===== config.mk =====
export PLATFORM = sky130hd
export DESIGN_NAME = mtx_ctrl_tag_seq
export DESIGN_NICKNAME = d
export VERILOG_FILES = /design/src/rtl/mtx_ctrl_tag_seq.sv
export SDC_FILE = /design/constraint.sdc
export NUM_CORES = 1
export LEC_CHECK = 0
export BUFFER_PORTS_ARGS = -buffer_cell sky130_fd_sc_hd__buf_2
export CAP_MARGIN = 0
export CELL_PAD_IN_SITES_DETAIL_PLACEMENT = 1
export CELL_PAD_IN_SITES_GLOBAL_PLACEMENT = 1
export CORE_UTILIZATION = 35
export DETAILED_ROUTE_END_ITERATION = 8
export PLACE_DENSITY = 0.94
export SLEW_MARGIN = 5
export SYNTH_ARGS = -nofsm -noshare
export SYNTH_HDL_FRONTEND = slang
export SYNTH_SLANG_ARGS = --single-unit

===== constraint.sdc =====
create_clock -name clk -period 6.16 [get_ports clk]
set_input_delay 0.616 -clock clk [delete_from_list [all_inputs] [get_ports clk]]
set_output_delay 0.616 -clock clk [all_outputs]
set_load 0.005 [all_outputs]

===== src/rtl/mtx_ctrl_tag_seq.sv =====
// Tag transmit sequencer.
// Each hop is a LOC_SYNCH interval, an optional guard gap, then a transmit
// window that ends on a hop_ready strobe. A fixed number of hops is spent on
// each channel, the channels are visited in order, and frame_done marks the
// wrap from the last channel back to channel 0.
//
// Handshake: hop_ready is a one-cycle strobe with no back-pressure. It is
// consumed only in HOP_TX and ignored in every other state. trig_in arrives
// already synchronised; only its rising edge (low->high between consecutive
// clocks) starts a frame, and only while the FSM is in WAIT_TRIG.
module mtx_ctrl_tag_seq #(
    parameter int DATA_WIDTH     = 16,
    parameter int CNT_WIDTH      = 24,
    parameter int NUM_CH         = 4,
    parameter int CH_WIDTH       = 2,
    parameter int NHOP_WIDTH     = 8,
    parameter int HOPS_PER_CH    = 64,
    parameter int SYNC_LEN       = 16384,
    parameter int BLANK_LEN      = 4096,
    parameter int GUARD_LEN      = 256,
    parameter int TRIG_MODE      = 0,
    parameter int GPIO_REG_WIDTH = 12,
    parameter logic [GPIO_REG_WIDTH-1:0] SYNC_OUT_MASK = 12'h001,
    parameter logic [GPIO_REG_WIDTH-1:0] TX_OUT_MASK   = 12'h010
) (
    input  logic                           clk,
    input  logic                           reset,
    input  logic                           enable,
    input  logic                           trig_in,
    input  logic                           hop_ready,
    input  logic [NUM_CH*DATA_WIDTH-1:0]   in_idata,
    input  logic [NUM_CH*DATA_WIDTH-1:0]   in_qdata,
    output logic [DATA_WIDTH-1:0]          itx,
    output logic [DATA_WIDTH-1:0]          qtx,
    output logic                           gen_srst,
    output logic [CH_WIDTH-1:0]            ch_sel,
    output logic [NHOP_WIDTH-1:0]          hop_cnt,
    output logic [GPIO_REG_WIDTH-1:0]      gpio_out,
    output logic [2:0]                     state,
    output logic [CNT_WIDTH-1:0]           sync_count,
    output logic                           frame_done
);

    typedef enum logic [2:0] {
        ST_IDLE      = 3'd0,
        ST_WAIT_TRIG = 3'd1,
        ST_LOC_SYNCH = 3'd2,
        ST_GUARD     = 3'd3,
        ST_HOP_TX    = 3'd4
    } state_t;

    localparam logic [CNT_WIDTH-1:0]  SYNC_LOAD  = CNT_WIDTH'(SYNC_LEN - 1);
    localparam logic [CNT_WIDTH-1:0]  GUARD_LOAD = CNT_WIDTH'((GUARD_LEN > 0) ? GUARD_LEN - 1 : 0);
    localparam logic [CNT_WIDTH-1:0]  BLANK_LIM  = CNT_WIDTH'(BLANK_LEN);
    localparam logic [NHOP_WIDTH-1:0] HOP_LAST   = NHOP_WIDTH'(HOPS_PER_CH - 1);
    localparam logic [CH_WIDTH-1:0]   CH_LAST    = CH_WIDTH'(NUM_CH - 1);
    // After a frame wraps, either rearm on the trigger or start the next sync at once.
    localparam state_t FRAME_START = (TRIG_MODE == 1) ? ST_WAIT_TRIG : ST_LOC_SYNCH;

    state_t                  st;
    logic                    trig_prev;
    logic                    trig_edge;
    logic [DATA_WIDTH-1:0]   sel_i;
    logic [DATA_WIDTH-1:0]   sel_q;

    assign state     = st;
    assign trig_edge = trig_in & ~trig_prev;

    // Generator is held in reset while idle, waiting, blanked, or guarding.
    always_comb begin
        gen_srst = 1'b0;
        case (st)
            ST_IDLE, ST_WAIT_TRIG, ST_GUARD: gen_srst = 1'b1;
            ST_LOC_SYNCH: gen_srst = (sync_count < BLANK_LIM);
            default: gen_srst = 1'b0;
        endcase
    end

    // GPIO image flags the sync interval and the transmit window.
    always_comb begin
        gpio_out = '0;
        if (st == ST_LOC_SYNCH)
            gpio_out = SYNC_OUT_MASK;
        else if (st == ST_HOP_TX)
            gpio_out = TX_OUT_MASK;
    end

    // Select the active channel's IQ slice.
    always_comb begin
        sel_i = '0;
        sel_q = '0;
        for (int k = 0; k < NUM_CH; k++) begin
            if (ch_sel == CH_WIDTH'(k)) begin
                sel_i = in_idata[k*DATA_WIDTH +: DATA_WIDTH];
                sel_q = in_qdata[k*DATA_WIDTH +: DATA_WIDTH];
            end
        end
    end

    // Registered IQ output, forced to zero whenever the generator is in reset.
    always_ff @(posedge clk or posedge reset) begin
        if (reset) begin
            itx <= '0;
            qtx <= '0;
        end else if (gen_srst) begin
            itx <= '0;
            qtx <= '0;
        end else begin
            itx <= sel_i;
            qtx <= sel_q;
        end
    end

    // Sequencer FSM with its sync/guard down-counter, hop and channel counters.
    always_ff @(posedge clk or posedge reset) begin
        if (reset) begin
            st         <= ST_IDLE;
            sync_count <= SYNC_LOAD;
            hop_cnt    <= '0;
            ch_sel     <= '0;
            frame_done <= 1'b0;
            trig_prev  <= 1'b0;
        end else begin
            trig_prev  <= trig_in;
            frame_done <= 1'b0;
            if (!enable) begin
                st         <= ST_IDLE;
                sync_count <= SYNC_LOAD;
                hop_cnt    <= '0;
                ch_sel     <= '0;
            end else begin
                case (st)
                    ST_IDLE: begin
                        st         <= (TRIG_MODE == 1) ? ST_WAIT_TRIG : ST_LOC_SYNCH;
                        sync_count <= SYNC_LOAD;
                    end
                    ST_WAIT_TRIG: begin
                        if (trig_edge)
                            st <= ST_LOC_SYNCH;
                    end
                    ST_LOC_SYNCH: begin
                        if (sync_count == '0) begin
                            if (GUARD_LEN == 0) begin
                                st <= ST_HOP_TX;
                            end else begin
                                st         <= ST_GUARD;
                                sync_count <= GUARD_LOAD;
                            end
                        end else begin
                            sync_count <= sync_count - CNT_WIDTH'(1);
                        end
                    end
                    ST_GUARD: begin
                        if (sync_count == '0)
                            st <= ST_HOP_TX;
                        else
                            sync_count <= sync_count - CNT_WIDTH'(1);
                    end
                    ST_HOP_TX: begin
                        if (hop_ready) begin
                            sync_count <= SYNC_LOAD;
                            if (hop_cnt != HOP_LAST) begin
                                hop_cnt <= hop_cnt + NHOP_WIDTH'(1);
                                st      <= ST_LOC_SYNCH;
                            end else begin
                                hop_cnt <= '0;
                                if (ch_sel == CH_LAST) begin
                                    ch_sel     <= '0;
                                    frame_done <= 1'b1;
                                    st         <= FRAME_START;
                                end else begin
                                    ch_sel <= ch_sel + CH_WIDTH'(1);
                                    st     <= ST_LOC_SYNCH;
                                end
                            end
                        end
                    end
                    default: st <= ST_IDLE;
                endcase
            end
        end
    end

endmodule

==> results.py <==
metrics = {
    "clocking": {
        "cts_hold_buf": 0,
        "cts.sinks": 71,
        "cts_tree": "built",
        "clk_path_buf_depth": 2,
        "cts_inserted_buffers": 9,
        "clkLatencyLatePin_ps": 340,
        "post_cts_buffers": 0,
        "root_buffer": "clkbuf_16",
        "cts_resized": 0,
        "htreeDepth": 3,
        "clk_pin_slew_worst_paths_ps": 60,
    },
    "timing": {
        "final.setup.worst_slack_ps": 2790,
        "fin_skew_ps": 3.81,
        "finalSetupViolations": 0,
        "slew-limit-headroom_pct": 19.5,
        "fin_crit_sh_pct": 54.8,
        "finalHoldViolations": 0,
        "rsz0062_at_grt": "no",
        "drv_slew": 0,
        "fmax_mhz": 296,
        "worst_pin_slew_ps": 1210,
        "fin_tns_setup_ps": 0,
        "period_needed_ps": 3370,
    },
    "routing": {
        "drc_errors": 0,
        "viasPerCell": 5.47,
        "vias": 4779,
        "drtIter0Drc": 238,
        "wirelength_um": 15600,
        "dr.pass1.iters": 4,
        "wire_per_inst_um": 17.9,
        "ant_nets": 0,
    },
    "synthesis": {
        "synth_cell_type_count": 49,
        "ys.flop_type": "dfrtp_1",
        "syn_area_per_cell_sq_um": 8.55,
        "ys_warn_count": 0,
        "synth_cells": 520,
        "ys_ff_latch": 71,
        "synth_edf_count": 0,
        "netlist_area_sq_mm": 0.00445,
        "ys_seq_area_share_pct": 40.4,
        "async_flop_share_pct": 100,
    },
    "floorplan": {
        "chipWidth_um": 115,
        "initial_core_util_pct": 36.4,
        "coreArea_sq_mm": 0.0122,
        "io_pins": 216,
        "rows": 40,
        "dieArea_sq_mm": 0.0132,
        "die_y_um": 115,
    },
    "setup_path": {
        "rr_startpoint": "sync_count[14]",
        "cp.buffers_inverters": 1,
        "r2r-end": "sync_count[12]",
        "start_kind": "flop",
        "reg2reg_slack_ps": 3450,
        "crit_end": "gen_srst",
        "cp-end-kind": "primary output",
        "worstRegToRegCells": 5,
        "crit_start": "sync_count[14]",
        "crit_chain": "nor4_1 -> nand4_1 -> a31oi_4 -> buf_2",
        "cp.depth": 4,
        "required_ps": 5540,
        "worstPathArrival_ps": 2760,
        "crit_path_max_incr_delay_ps": 890,
        "path_max_fanout": 33,
        "cp_top_family": "compound AO/OA/AOI/OAI gates",
        "slowest_stage": "a31oi_4",
        "critical_path_class": "flop to primary output",
    },
    "final_layout": {
        "fillCellCount": 1553,
        "seqCellArea_sq_mm": 0.00179,
        "area_growth_pct": 31.7,
        "final_cells": 874,
        "drive_above_1_share_pct": 35.3,
        "insertedDiodeCount": 0,
        "nNetsFinal": 841,
        "final_cell_area_sq_mm": 0.00586,
        "multi_input_area_sq_mm": 0.00246,
    },
    "power_and_ir_drop": {
        "max-vdd-ir-drop_mv": 0.127,
        "p_per_area_mw_per_mm2": 201,
        "power_leakage_nw": 2.75,
    },
    "job": {
        "cap_violations": 0,
    },
    "global_routing": {
        "grt_pass1_vias": 4881,
        "grt_pass1_wl_um": 24300,
        "globalRouteTotalUtil_pct": 23.8,
        "grt_max_degree": 72,
        "grt_overflow_total": 0,
        "antenna_found_initial": 0,
    },
    "place": {
        "port_buffers": 205,
        "gp_congestion": 0.828,
        "post_dp_cell_area_sq_mm": 0.00555,
        "dp_cells": 858,
        "dp_slack_ps": 3230,
        "hpwl_um": 11500,
    },
    "outcome": {
        "status": "finished clean",
    },
    "worst_hold_path": {
        "hold_class": "input port to flop",
    },
}
==> sequential cells by signal, indices dropped and copies added, names as in the netlist <==
signal,cells
hop_cnt,8
itx,16
frame_done,1
qtx,16
state,3
ch_sel,2
trig_prev,1
sync_count,24
==> stage by stage <==
step	util (%)	total power, W	hold slack (ps)
after floorplan	-	0.000560	505
after global placement	45.4	0.000626	531
after detailed placement	45.4	0.000633	552
after CTS	47.9	0.00119	386
after global routing	48.0	0.00122	385
final	48.0	0.00118	399
==> metal layers <==
metal / part of all wire, % / vias to the layer above / track usage, % / routed length [um]
met5: 0 / - / 0 / 0
met4: 2.0 / 0 / 9.35 / 313
met3: 5.9 / 25 / 5.19 / 927
met2: 52 / 168 / 43.2 / 8200
met1: 40 / 2349 / 27.3 / 6190
li1: - / 2237 / - / -
==> area by class of cell <==
class                   count  area share (%)
flip-flops and latches     71            30.6
multi-input cells         400            41.9
clock inverters             4            1.20
repair buffers            208            17.9
clock buffers              12            4.04
inverters                  11           0.705
well taps                 168            3.59
==> cells by family (layout without fill, tap and decap cells) <==
family / count (synthesis) / after routing / synth area share, %
other: 1 / 10 / 0.0844
AOI/OAI and AO/OA: 129 / 129 / 20.0
xor gates and xnor gates: 8 / 8 / 1.58
buffers and inverters: 58 / 235 / 5.77
adders and majority gates: 7 / 7 / 1.97
DFF: 71 / 71 / 40.4
and+or+nand+nor: 241 / 241 / 29.1
muxes: 5 / 5 / 1.15
==> layout by cell type (no fill, tap or decap), types with 4 or more instances in the layout <==
master and count:
a211o_1 5, a21oi_1 45, a221oi_1 34, a31oi_1 5, buf_2 205, clkbuf_16 9, conb_1 10, dfrtp_1 57
dfstp_2 14, ha_1 4, inv_1 9, mux2i_1 4, nand2_1 17, nand2b_1 6, nand3_1 8, nand4_1 5
nor2_1 55, nor2b_1 66, nor3_1 52, nor4_1 14, o21ai_0 10, o22a_1 7, o22ai_1 7, o31ai_1 6
or3_1 5, xor2_1 6
==> Yosys cell counts, types with 2 or more instances <==
cell	instances	area share, %
clkbuf_1	33	2.8
xnor2_1	2	0.39
dfrtp_1	57	32
dfstp_2	14	8.3
nand4_1	5	0.70
o22a_1	7	1.4
buf_4	10	1.7
mux2i_1	4	0.90
nor3_1	52	5.9
nor2b_1	66	9.3
o21ai_0	10	1.1
nand2b_1	6	0.84
xor2_1	6	1.2
a21oi_1	45	5.1
inv_1	10	0.84
nor4_1	14	2.0
ha_1	7	2.0
o21a_1	2	0.34
or3_1	5	0.70
a31oi_1	6	0.84
a211o_1	5	0.99
o22ai_1	7	0.99
o31ai_1	7	1.2
nand3_1	8	0.90
buf_1	3	0.25
and3_1	3	0.42
nand2_1	17	1.4
a221oi_1	34	6.7
nor2_1	55	4.6
==> report_power, final <==
group	internal (W)	leakage, nW	switching (W)	total (W)
combinational	0.0000644	1.69	0.0000687	0.000133
sequential	0.000483	0.905	0.00000905	0.000492
clock	0.000354	0.151	0.000199	0.000552
==> how the worst min path moves through the flow <==
| stage | startpoint | cells past startpoint | slack, ps | to |
|---|---|---|---|---|
| floorplan | hop_cnt[6] | 1 | 510 | frame_done |
| finish | trig_in | 1 | 400 | trig_prev |
| global route | trig_in | 1 | 390 | trig_prev |
| global placement | sync_count[17] | 1 | 530 | sync_count[17] |
| CTS | trig_in | 1 | 390 | trig_prev |
| detailed placement | sync_count[6] | 1 | 550 | sync_count[6] |
No activity file was read; power rests on OpenSTA's default activity.
